<file path="src/rtl/mips_pkg.sv">
// Shared definitions for the MIPS core: divider state encoding, iteration
// count and the divide-by-zero quotient.
package mips_pkg;

  typedef enum logic [1:0] {
    IDLE = 2'd0,
    RUN  = 2'd1,
    DONE = 2'd2
  } div_state_t;

  localparam int          DIV_ITERS    = 32;
  localparam logic [31:0] DIV_ZERO_QUO = 32'hFFFFFFFF;

  // Two's-complement negate when neg is set, otherwise pass the value through.
  function automatic logic [31:0] div_abs(input logic [31:0] v, input logic neg);
    return neg ? -v : v;
  endfunction

endpackage

</file>
<file path="src/rtl/div_step.sv">
// One radix-2 restoring division iteration: shift in the next dividend bit,
// trial-subtract the divisor, keep or restore the partial remainder.
module div_step #(
  parameter int WIDTH = 32
) (
  input  logic [WIDTH:0]   rem_in,
  input  logic [WIDTH-1:0] divisor,
  input  logic             q_in,
  output logic [WIDTH:0]   rem_out,
  output logic             q_bit
);

  logic [WIDTH+1:0] shifted;
  logic [WIDTH+1:0] diff;

  assign shifted = {rem_in, q_in};
  assign diff    = shifted - {2'b00, divisor};
  // A clear sign bit means the trial subtraction did not underflow.
  assign q_bit   = ~diff[WIDTH+1];
  assign rem_out = q_bit ? diff[WIDTH:0] : shifted[WIDTH:0];

endmodule

</file>
<file path="src/rtl/div_unit.sv">
// Multi-cycle DIV/DIVU unit for the EX stage: quotient to LO, remainder to HI,
// fixed 32-iteration latency with stall on busy until the done pulse.
module div_unit
  import mips_pkg::*;
#(
  parameter int WIDTH = 32
) (
  input  logic             clk,
  input  logic             resetn,
  input  logic             start,
  input  logic             signed_div,
  input  logic             annul,
  input  logic [WIDTH-1:0] a,
  input  logic [WIDTH-1:0] b,
  output logic             busy,
  output logic             done,
  output logic [WIDTH-1:0] lo,
  output logic [WIDTH-1:0] hi
);

  localparam int CNT_W = $clog2(DIV_ITERS);
  localparam logic [CNT_W-1:0] LAST_CNT = CNT_W'(DIV_ITERS - 1);

  div_state_t       state_reg, state_next;
  logic [CNT_W-1:0] cnt_reg;
  logic [WIDTH:0]   rem_reg;
  logic [WIDTH-1:0] quo_reg;
  logic [WIDTH-1:0] bmag_reg;
  logic             sdiv_reg, qsign_reg, rsign_reg, bzero_reg;
  logic             busy_reg;
  logic [WIDTH-1:0] lo_reg, hi_reg;

  logic [WIDTH:0]   step_rem;
  logic             step_q;
  logic [WIDTH-1:0] quo_next;
  logic             launch;

  // quo_reg starts as |a| and shifts left; its MSB feeds the remainder while
  // the new quotient bit enters at the bottom.
  div_step #(.WIDTH(WIDTH)) u_step (
    .rem_in  (rem_reg),
    .divisor (bmag_reg),
    .q_in    (quo_reg[WIDTH-1]),
    .rem_out (step_rem),
    .q_bit   (step_q)
  );

  assign quo_next = {quo_reg[WIDTH-2:0], step_q};
  assign launch   = start && !annul;

  always_comb begin
    state_next = state_reg;
    case (state_reg)
      IDLE:    if (launch) state_next = RUN;
      RUN: begin
        if (annul)                  state_next = IDLE;
        else if (cnt_reg == LAST_CNT) state_next = DONE;
      end
      DONE:    state_next = IDLE;
      default: state_next = IDLE;
    endcase
  end

  always_ff @(posedge clk or negedge resetn) begin
    if (!resetn) begin
      state_reg <= IDLE;
      busy_reg  <= 1'b0;
      cnt_reg   <= '0;
      rem_reg   <= '0;
      quo_reg   <= '0;
      bmag_reg  <= '0;
      sdiv_reg  <= 1'b0;
      qsign_reg <= 1'b0;
      rsign_reg <= 1'b0;
      bzero_reg <= 1'b0;
      lo_reg    <= '0;
      hi_reg    <= '0;
    end else begin
      state_reg <= state_next;
      busy_reg  <= (state_next != IDLE);
      case (state_reg)
        IDLE: begin
          if (launch) begin
            sdiv_reg  <= signed_div;
            qsign_reg <= a[WIDTH-1] ^ b[WIDTH-1];
            rsign_reg <= a[WIDTH-1];
            bzero_reg <= (b == '0);
            quo_reg   <= div_abs(a, signed_div & a[WIDTH-1]);
            bmag_reg  <= div_abs(b, signed_div & b[WIDTH-1]);
            rem_reg   <= '0;
            cnt_reg   <= '0;
          end
        end
        RUN: begin
          if (!annul) begin
            rem_reg <= step_rem;
            quo_reg <= quo_next;
            cnt_reg <= cnt_reg + 1'b1;
            // Results land on the final iteration so they are valid with done.
            if (cnt_reg == LAST_CNT) begin
              lo_reg <= bzero_reg ? DIV_ZERO_QUO
                                  : div_abs(quo_next, sdiv_reg & qsign_reg);
              hi_reg <= div_abs(step_rem[WIDTH-1:0], sdiv_reg & rsign_reg);
            end
          end
        end
        default: ;
      endcase
    end
  end

  assign busy = busy_reg;
  assign done = (state_reg == DONE);
  assign lo   = lo_reg;
  assign hi   = hi_reg;

endmodule

</file>
<file path="config.mk">
export PLATFORM = sky130hd
export DESIGN_NAME = div_unit
export DESIGN_NICKNAME = d
export VERILOG_FILES = /design/src/rtl/mips_pkg.sv /design/src/rtl/div_step.sv /design/src/rtl/div_unit.sv
export SDC_FILE = /design/constraint.sdc
export NUM_CORES = 1
export LEC_CHECK = 0
export ABC_CLOCK_PERIOD_IN_PS = 5920
export BUFFER_PORTS_ARGS = -buffer_cell sky130_fd_sc_hd__buf_4
export CAP_MARGIN = 40
export CORE_MARGIN = 2
export CORE_UTILIZATION = 60
export DETAILED_ROUTE_END_ITERATION = 12
export PLACE_DENSITY_LB_ADDON = 0.3
export SYNTH_ARGS = -nofsm -noshare
export SYNTH_HDL_FRONTEND = slang
export SYNTH_SLANG_ARGS = --single-unit
export TNS_END_PERCENT = 100
</file>
<file path="constraint.sdc">
create_clock -name clk -period 5.92 [get_ports clk]
set_input_delay 0.888 -clock clk [delete_from_list [all_inputs] [get_ports clk]]
set_output_delay 0.888 -clock clk [all_outputs]
set_load 0.05 [all_outputs]
</file>
* Yosys cells after proc, flatten, opt, wreduce, memory -nomap -nowiden
Index checks and enable logic that the tools add are counted.
** Operators by class
- Add/subtract/negate cells :: 6
- Equality and inequality tests :: 5
- Multiplexer cells :: 19
- Bitwise gates (word level) :: 7
- Reductions and logical operators :: 9
** Operators by type and width (count)
- 32-bit 2-to-1 mux :: 7
- 32-bit negation :: 4
- 33-bit 2-to-1 mux :: 3
- 33-bit case mux with 2 select lines :: 1
- 32-bit case mux with 2 select lines :: 1
- 34-bit by 32-bit subtractor with 34-bit output :: 1
- 32-bit logical NOT :: 1
- 5-bit 2-to-1 mux :: 2
- 5-bit case mux with 2 select lines :: 1
- 2-bit 2-to-1 mux :: 3
- 3-bit AND reduction :: 2
- 5-bit by 1-bit adder with 5-bit output, second input constant :: 1
- 5-bit == test, second input constant :: 1
- 1-bit AND :: 4
- 2-bit inequality test, second input constant :: 2
- 2-bit case mux with 2 select lines :: 1
- 2-bit nonzero test :: 2
- 2-bit by 1-bit == test with 1-bit output, second input constant :: 1
- 2-bit == test, second input constant :: 1
- 2-bit logical NOT :: 1
- 1-bit inverter :: 2
- 2-bit AND reduction :: 1
- 1-bit logical AND :: 1
- 1-bit logical NOT :: 1
- 1-bit XOR :: 1
** Word-level totals
- Register bits after elaboration :: 173
- Output and inout bits :: 66
- Logic and storage cells :: 58

* Depth between registers and ports, before layout
Gate-level depths: netlist of the first run.
- Word-level depth :: 5
- Mapped depth :: 24

* Modules after synthesis
From an unflattened synthesis of the first run, not the netlist that was laid out.
** Unflattened totals
- Cell total of the unflattened synthesis :: 1345
- Area total of the unflattened synthesis :: 11288.3 µm²
** Modules (own cells, without submodules)
- div_unit :: times used 1, cells each 1017, area an instance 9117.5 µm²
- div_step :: times used 1, cells each 328, area an instance 2170.8 µm²

* Worst setup path after synthesis of the first run
Ideal clock, no wire load.
- Path kind :: register -> register
- Start :: register rem_reg[5]
- End :: register hi_reg[30] (netlist: hi[30])
- Data arrival time :: 5.073 ns
- Path slack :: 0.713 ns
- Stages on the path, launching flop included :: 22
- Buffers on the path :: 2
- Clock period less this slack :: 5.207 ns
- Cells stage by stage :: dfrtp_1 ha_1 a21oi_1 o21ai_0 a21oi_1 a311oi_1 nor3_1 nor2_1 inv_1 clkbuf_1 clkbuf_1 nor2_1 a21oi_1 ha_1 nand4_1 or4_1 nor4_1 a31oi_1 nor4_2 a31o_2 xnor2_1 o21ai_0
** On the way
- Longest elaborated chain between the ends :: 4
** Ends and longest elaborated chain
- start, declared :: RTL line div_unit.sv:26 : logic [WIDTH:0] rem_reg;
- start signal, assigned :: RTL line div_unit.sv:96 : rem_reg <= step_rem;
- 34-bit by 32-bit subtractor with 34-bit output :: RTL line div_step.sv:17 : assign diff = shifted - {2'b00, divisor};
- 33-bit 2-to-1 mux (*) :: RTL line div_step.sv:20 : assign rem_out = q_bit ? diff[WIDTH:0] : shifted[WIDTH:0];
- 32-bit negation :: RTL line mips_pkg.sv:16 : return neg ? -v : v;
- 32-bit 2-to-1 mux (*) :: RTL line mips_pkg.sv:16
- end signal, assigned :: RTL line div_unit.sv:103 : hi_reg <= div_abs(step_rem[WIDTH-1:0], sdiv_reg & rsign_reg);
- end, declared :: RTL line div_unit.sv:31 : logic [WIDTH-1:0] lo_reg, hi_reg;
Every way passes the cells marked *; elsewhere a longest branch is shown, timed or not.
A chain may end at the register's enable or synchronous reset.

* Final worst setup path of the first run
- Start :: register rem_reg[5]
- End :: register hi_reg[28] (netlist: hi[28])
Same word-level chain as after synthesis.

==> impl_summary.txt, run 1 <==
----------------------------------------------------
[Status]
  Outcome ... finished, final reports clean

[Cells and area]
  Non-filler cells, final ... 1847
  Number of inserted filler cells in the final layout ... 1556
  Multi-input gate area ... 7120 µm²
  Proportion of layout cells with a drive suffix above 1 ... 13.4%
  Max reg flops ... 33
  Ant. Diodes ... 0
  Final net count ... 1677
  Post-synthesis to final-layout area growth ... 16.2%
  Total area of sequential cells ... 4330 µm²

[Synth]
  FF+latch count, synth ... 173
  Share of synthesized registers carrying an async set or reset ... 100%
  Unique cell type count in the Yosys netlist ... 71
  Area contributors post-synth ... dfrtp_1 36%, o21ai_0 7.4%, nand2_1 6.6%, xor2_1 6.0%, a21oi_1 5.7%
  Syn Area/Cell ... 8.08 µm²
  Synthesized cell area ... 11900 µm²
  Leading register cell type out of synthesis ... dfrtp_1
  Number of standard cells after synthesis ... 1469
  Yosys warnings ... 0
  Number of synthesized flops with an enable pin ... 0
  Fraction of synthesized cell area taken by the top area cell type ... 36.5%
  Most area-hungry cell type in the Yosys netlist ... dfrtp_1
  Fraction of the yosys area taken by sequential cells ... 36.5%
  Number of nets produced by synthesis ... 1577

[STA]
  Unrepaired setup endpoints after global routing ... no
  Worst slew margin relative to its limit ... 44.5%
  Minimum clock period after layout ... 5.47 ns
  Post-Route Skew ... 0.0115 ns
  Share of the clock period used by the worst path after layout ... 92.4%
  Number of failing setup endpoints in the final timing report ... 0
  Final setup TNS ... 0 ns
  Slew Limit Fails ... 0
  Maximum frequency from static timing analysis ... 0.183 GHz
  Final count of hold timing violations ... 0
  Worst slew pin tran ... 0.830 ns

[Routing]
  Wire per inst ... 19.6 µm
  Post-detailed-route DRC marker count ... 0
  Detailed-router iteration count before antenna repair ... 8
  Iteration-0 DRC count of the detailed router ... 1310
  DR vias ... 11600
  Vias per Instance ... 6.26
  Sum of routed wire length over all layers ... 36.2 mm
  Residual antenna-violating net count after detailed routing ... 0

[Clock network]
  Cell chosen for the clock root ... clkbuf_16
  Clock network latency to the later pin of the worst-skew pair ... 0.45 ns
  CTS Buffer Depth ... 2
  Number of clock sinks seen by CTS ... 173
  # H-tree levels ... 4
  Hold bufs inserted after CTS ... 0
  Num CTS Buffers ... 17
  TritonCTS clock tree ... yes
  Clock slew at reported path FFs ... 0.08 ns

[Placed design]
  Detailed placement HPWL ... 27.5 mm
  Number of cells after detailed placement ... 1815
  Final weighted congestion in routability-driven placement ... 1.05
  Port bufs ... 134

[Floorplanning]
  Row Count ... 51
  Die area ... 20900 µm²
  Initial Utilization ... 61.0%
  Floorplan die height ... 145 µm
  Area of the core region ... 19500 µm²
  Ports ... 135
  Die width ... 145 µm

[Pwr]
  Total power density per cell area ... 456 nW/µm²
  Leakage Power ... 6.22 nW
  Maximum vdd drop ... 0.258 mV

[Worst setup path]
  Flop-to-flop setup slack ... 0.45 ns
  Crit end category ... register
  Startpoint of the most critical setup path ... rem_reg[5]
  Number of cells on the worst reg-to-reg path ... 18
  Worst flop-to-flop path endpoint ... hi[28]
  Startpoint kind of the worst setup timing path ... register
  Data arrival time at the worst-slack endpoint ... 5.83 ns
  Largest fanout on the critical path ... 6
  Reg2reg start ... rem_reg[5]
  Category of the most critical setup path ... reg2reg
  Req. time, crit path ... 6.28 ns
  Worst setup path endpoint ... hi[28]

[GRT]
  Global-route usage over all layers ... 35.2%
  Largest net degree at the start of global routing ... 80
  Global-route wire length before repair ... 56.3 mm
  Number of antenna violations at the first check in global routing ... 0
  Via count of the first global-routing pass ... 10400
  Grt total ovfl ... 0

[Hold path]
  Type of the most critical hold path ... in2async

[Run]
  Reported max-cap violation count ... 0

----------------------------------------------------
[layout make-up]
class                      count  area share [%]
timing repair buffer         152            8.73
inverter                      48            1.31
clock buffer                  19            3.21
sequential                   173            31.4
multi-input combinational   1177            51.6
tap                          265            2.40
clock inverter                13            1.39
[cells in the mapped netlist, types with 26 or more instances]
| master | n |
|---|---|
| nand2_1 | 208 |
| o21ai_0 | 176 |
| dfrtp_1 | 173 |
| nor2_1 | 148 |
| a21oi_1 | 136 |
| xor2_1 | 81 |
| xnor2_1 | 62 |
| clkbuf_1 | 61 |
| inv_1 | 47 |
| ha_1 | 38 |
| mux2i_1 | 26 |
| nor3_1 | 26 |
[power breakdown]
| part | total, mW | leakage [nW] | switching, mW | internal (mW) |
|---|---|---|---|---|
| clock network | 1.22 | 0.308 | 0.530 | 0.695 |
| registers | 1.64 | 2.29 | 0.281 | 1.36 |
| logic | 3.43 | 3.63 | 2.23 | 1.20 |
[worst max-delay path, cell delays in order, from the launching register on]
cell and delay, ns:
dfrtp_1 0.44, ha_1 0.39, a21oi_1 0.30, o21ai_0 0.20, a21oi_1 0.48, a311oi_1 0.20, nor3_1 0.37, nor2_4 0.05
inv_1 0.15, mux2i_1 0.37, ha_1 0.31, nand4_1 0.09, or4_1 0.59, nor4_1 0.33, a31oi_1 0.25, nor4_4 0.34
a31oi_1 0.17, xor2_1 0.19, o21ai_0 0.15
[cells by family (layout without fill, tap and decap cells)]
kind of cell,Yosys count,after routing,synth area share [%]
XOR/XNOR,143,143,10.5
multiplexers,31,31,2.67
flip-flops,173,173,36.5
AND/OR/NAND/NOR,511,511,19.9
adder cells (fa/ha/maj),39,39,4.17
AO/OA/AOI/OAI,453,453,22.4
buffers and inverters,119,232,3.89
[worst min path at each step]
| stage | cells after the start | end | from | slack [ns] |
|---|---|---|---|---|
| 2_1_floorplan | 2 | bmag_reg[10] | bmag_reg[10] | 0.45 |
| 3_3_place_gp | 2 | hi[25] | hi[25] | 0.46 |
| 3_5_place_dp | 2 | lo[19] | lo[19] | 0.47 |
| 4_1_cts | 1 | lo[10] | resetn | 0.37 |
| 5_1_grt | 1 | lo[11] | resetn | 0.39 |
| 6_report | 1 | lo[10] | resetn | 0.36 |
[metrics by stage]
| stage | total power [mW] | util, % | worst slack, ns | hold slack, ns | instance area [µm²] |
|---|---|---|---|---|---|
| floorplan | 3.88 | - | 0.713 | 0.450 | 11900 |
| global placement | 4.86 | 67.2 | 0.851 | 0.463 | 13100 |
| detailed placement | 4.90 | 67.6 | 0.598 | 0.468 | 13200 |
| CTS | 6.15 | 70.9 | 0.492 | 0.370 | 13800 |
| global route | 6.62 | 70.9 | 0.0924 | 0.392 | 13800 |
| finish | 6.29 | 70.9 | 0.451 | 0.355 | 13800 |
[layer usage]
layer,track usage (%),up-vias,wire length [µm]
met3,9.97,85,4200
met2,49.4,667,15100
li1,-,5410,-
met1,52.3,5405,15900
met4,11.2,0,961
met5,0,-,0
[repair_timing]
action | 4_1_cts | 5_1_grt
buffers inserted | 0 | 0
gates resized for setup | 0 | 1
endpoints found under the setup margin | 0 | 1
[placed cells by master, fill, tap and decap left out, types with 7 or more instances in the layout]
| cell type | count |
|---|---|
| ha_1 | 38 |
| a31oi_1 | 15 |
| clkbuf_16 | 17 |
| dfrtp_1 | 173 |
| o41ai_1 | 15 |
| mux2i_1 | 26 |
| nor2_1 | 146 |
| a21o_1 | 12 |
| a21oi_1 | 136 |
| buf_4 | 148 |
| or4_1 | 12 |
| nor4_1 | 17 |
| nand4_1 | 12 |
| a211oi_1 | 15 |
| xor2_1 | 81 |
| inv_1 | 47 |
| o21ai_0 | 176 |
| and3_1 | 9 |
| o21a_1 | 7 |
| nand2_1 | 207 |
| nand3_1 | 12 |
| o211ai_1 | 8 |
| o31ai_1 | 24 |
| and2_1 | 13 |
| or3_1 | 12 |
| nor3_1 | 26 |
| xnor2_1 | 62 |
No activity file was read; power rests on OpenSTA's default activity.
==> run 2: changes to the inputs <==
- ABC_AREA: unset -> 1
- CORE_UTILIZATION: 60 -> 61
==> run 2 against run 1 <==
Effect of this change: synthesized area increased by 8.4%; worst setup slack improved by 0.80 ns; clock-buffer cell count unchanged; hold slack improved by 0.059 ns; sequential share of layout area down 1.8 points; synthesized cell count increased by 29%; total power is 25% higher; sequential power shrank 3%; cell area increased by 6.2%; wire length up 12%; critical endpoint is now lo[28]; largest cell class unchanged; highest routed layer unchanged.
==> impl_summary.txt, run 2 <==
----------------------------------------------------
[Placed design]
  Final weighted congestion in routability-driven placement ... 1.02
  Cell area after placement ... 14100 µm²
  Port bufs ... 134
  Detailed placement HPWL ... 31.4 mm
  Setup slack at placement ... 1.35 ns
  Number of cells after detailed placement ... 2262

[Floorplanning]
  Floorplan die height ... 149 µm
  Row Count ... 53
  Initial Utilization ... 61.6%
  Die width ... 149 µm
  Area of the core region ... 20900 µm²
  Die area ... 22300 µm²
  Ports ... 135

[Clock network]
  Cell chosen for the clock root ... clkbuf_16
  Number of clock sinks seen by CTS ... 173
  Clock network latency to the later pin of the worst-skew pair ... 0.44 ns
  Num CTS Buffers ... 17
  # H-tree levels ... 4
  TritonCTS clock tree ... yes
  Hold bufs inserted after CTS ... 0
  Gates resized, CTS repair ... 0
  Setup fix buffers added after clock tree synthesis ... 0
  CTS Buffer Depth ... 2
  Clock slew at reported path FFs ... 0.08 ns

[Worst setup path]
  Number of cells on the worst reg-to-reg path ... 23
  Largest fanout on the critical path ... 15
  Family with the most delay on the worst path ... simple AND/OR/NAND/NOR gates
  Critical Path Max Stage Delay ... 0.48 ns
  Crit end category ... register
  Reg2reg start ... rem_reg[2]
  Crit path buffers/inverters ... 2
  Data arrival time at the worst-slack endpoint ... 5.00 ns
  Cell with the most instances on the worst path ... nand2_1
  Crit-path cells ... ha_1 > nand2_1 > inv_1 > nand2_1 > nand2_1 > nand2_1 > nand3_2 > nand2_2 > nand2_4 > nand2_4 > nand3_2 > nand2_2 > ha_1 > nand2_1 > nor3_1 > nand2_1 > nor3_1 > nand4_1 > o41ai_1 > o21ai_0 > xor2_1 > o22ai_1 > inv_1
  Startpoint of the most critical setup path ... rem_reg[2]
  Category of the most critical setup path ... reg2reg
  Startpoint kind of the worst setup timing path ... register
  Critical path depth in cells ... 23
  Req. time, crit path ... 6.25 ns
  Critical Path Slowest Stage Cell ... o41ai_1

[Synth]
  Fraction of synthesized cell area taken by the top area cell type ... 33.6%
  Number of synthesized flops with an enable pin ... 0
  Top post-synthesis cells by count ... 517 x nand2_1, 258 x inv_1, 173 x dfrtp_1, 156 x nor2_1, 151 x o21ai_0
  Share of synthesized registers carrying an async set or reset ... 100%
  Compound-gate portion of the synthesized area ... 14.9%
  Most area-hungry cell type in the Yosys netlist ... dfrtp_1
  Yosys warnings ... 0
  FF+latch count, synth ... 173
  Most frequent cell after synthesis ... nand2_1
  Xor/xnor cell area share of the yosys netlist ... 5.65%
  Number of nets produced by synthesis ... 2007
  Number of standard cells after synthesis ... 1899
  Leading register cell type out of synthesis ... dfrtp_1
  Fraction of the yosys area taken by sequential cells ... 33.6%
  Synthesized cell area ... 12900 µm²
  Post-synthesis share of cell area spent on full adders, half adders and majority gates ... 3.85%
  Dominant combinational cell family by area after synthesis ... simple AND/OR/NAND/NOR gates
  Syn Area/Cell ... 6.78 µm²
  Synthesized-area fraction occupied by and/or/nand/nor cells ... 31.5%
  Multiplexer fraction of the synthesized cell area ... 0%
  Area contributors post-synth ... dfrtp_1 34%, nand2_1 15%, inv_1 7.5%, o21ai_0 5.9%, nand3_1 4.9%
  Unique cell type count in the Yosys netlist ... 54

[Cells and area]
  Non-filler cells, final ... 2294
  Post-synthesis to final-layout area growth ... 13.9%
  Multi-input gate area ... 7210 µm²
  Final net count ... 2114
  Most common cell after layout, fill and taps aside ... nand2_1
  Total area of sequential cells ... 4330 µm²
  Max reg flops ... 33
  Final Cell Area ... 14700 µm²
  Finished Core Util ... 70.2%
  Ant. Diodes ... 0
  Most frequent cells in the layout ... 517 x nand2_1, 257 x inv_1, 173 x dfrtp_1
  Number of inserted filler cells in the final layout ... 1846
  Proportion of layout cells with a drive suffix above 1 ... 13.2%

[GRT]
  Via count of the first global-routing pass ... 12700
  Largest net degree at the start of global routing ... 68
  Number of antenna violations at the first check in global routing ... 0
  Global-route usage over all layers ... 37.2%
  Grt total ovfl ... 0
  Global-route wire length before repair ... 64.6 mm

[Pwr]
  Switching part of the total power ... 54.9%
  Total power density per cell area ... 536 nW/µm²
  Combinational group share of total power ... 65.2%
  Maximum vdd drop ... 0.273 mV
  Leakage Power ... 7.78 nW
  Net switching power ... 4.32 mW
  Portion of total power attributed to sequential cells ... 20.3%
  Internal Power ... 3.54 mW
  Clock network fraction of total power ... 14.5%

[Run]
  Reported max-cap violation count ... 0

[STA]
  Worst slew pin tran ... 0.767 ns
  Final setup TNS ... 0 ns
  Worst slew margin relative to its limit ... 48.4%
  Minimum clock period after layout ... 4.67 ns
  Final count of hold timing violations ... 0
  Maximum frequency from static timing analysis ... 0.214 GHz
  Number of failing setup endpoints in the final timing report ... 0
  Final critical-path setup slack ... 1.25 ns
  Share of the clock period used by the worst path after layout ... 78.8%
  Slew Limit Fails ... 0
  Unrepaired setup endpoints after global routing ... no
  Post-Route Skew ... 0.0196 ns

[Status]
  Outcome ... finished, final reports clean

[Routing]
  Iteration-0 DRC count of the detailed router ... 1131
  Residual antenna-violating net count after detailed routing ... 0
  Vias per Instance ... 5.73
  DR vias ... 13100
  Sum of routed wire length over all layers ... 40.4 mm
  Detailed-router iteration count before antenna repair ... 8
  Post-detailed-route DRC marker count ... 0
  Wire per inst ... 17.6 µm

[Hold path]
  Type of the most critical hold path ... in2async

----------------------------------------------------
==> run 2: changes by cell type after synthesis, sizes merged, moves of 27 or more <==
cell,before,now
a21oi,137,68
inv,47,269
nand2,208,550
nand3,12,135
o22ai,5,41
xnor2,62,35
xor2,81,48
==> run 2: kinds of logic after synthesis <==
| group | count (synthesis) |
|---|---|
| AND/OR/NAND/NOR | 931 |
| AO/OA/AOI/OAI | 337 |
| buffers and inverters | 336 |
| flip-flops | 173 |
| XOR/XNOR | 83 |
| adder cells (fa/ha/maj) | 39 |
==> run 2: worst reg2reg max path, delay by kind of cell (launching register included) <==
family                   cells  cell delay (ns)
AO/OA/AOI/OAI                3             0.80
flip-flops                   1             0.43
adder cells (fa/ha/maj)      2             0.56
XOR/XNOR                     1             0.18
AND/OR/NAND/NOR             15             2.47
buffers and inverters        2             0.13
==> run 2: power groups by stage <==
stage	Clock [mW]	Combinational, mW	Sequential, mW
after floorplan	0	3.79	1.55
after global placement	0	4.96	1.60
after detailed placement	0	5.02	1.61
after CTS	1.14	5.05	1.58
after global routing	1.19	5.67	1.62
final	1.14	5.13	1.59
==> run 2: final timing paths <==
kind | to | slack (ns)
setup / recovery | lo[28] | 1.25
hold / removal | bmag_reg[3] | 0.41
setup reg to reg | lo[28] | 1.25
hold reg to reg | hi[14] | 0.48
max in group asynchronous | bmag_reg[31] | 4.43
min in group clk | hi[14] | 0.48
==> run 2: metal layers <==
layer / track usage [%] / vias to the layer above / share of wire (%)
li1: - / 6356 / -
met2: 64.1 / 542 / 49
met4: 18.0 / 0 / 4.9
met1: 45.9 / 6138 / 40
met5: 0 / - / 0
met3: 5.26 / 113 / 6.1
==> run 2: stage by stage <==
step                total power [mW]  hold slack [ns]
global placement                6.56            0.467
CTS                             7.77            0.448
detailed placement              6.62            0.467
global route                    8.48            0.461
floorplan                       5.34            0.453
finish                          7.86            0.415
==> run 2: final cells by class <==
cell class / instances / area share [%]
Clock inverter: 13 / 0.931
Clock buffer: 19 / 3.02
Multi-Input combinational cell: 1390 / 49.2
Sequential cell: 173 / 29.5
Inverter: 272 / 6.97
Timing Repair Buffer: 152 / 8.00
Tap cell: 275 / 2.35
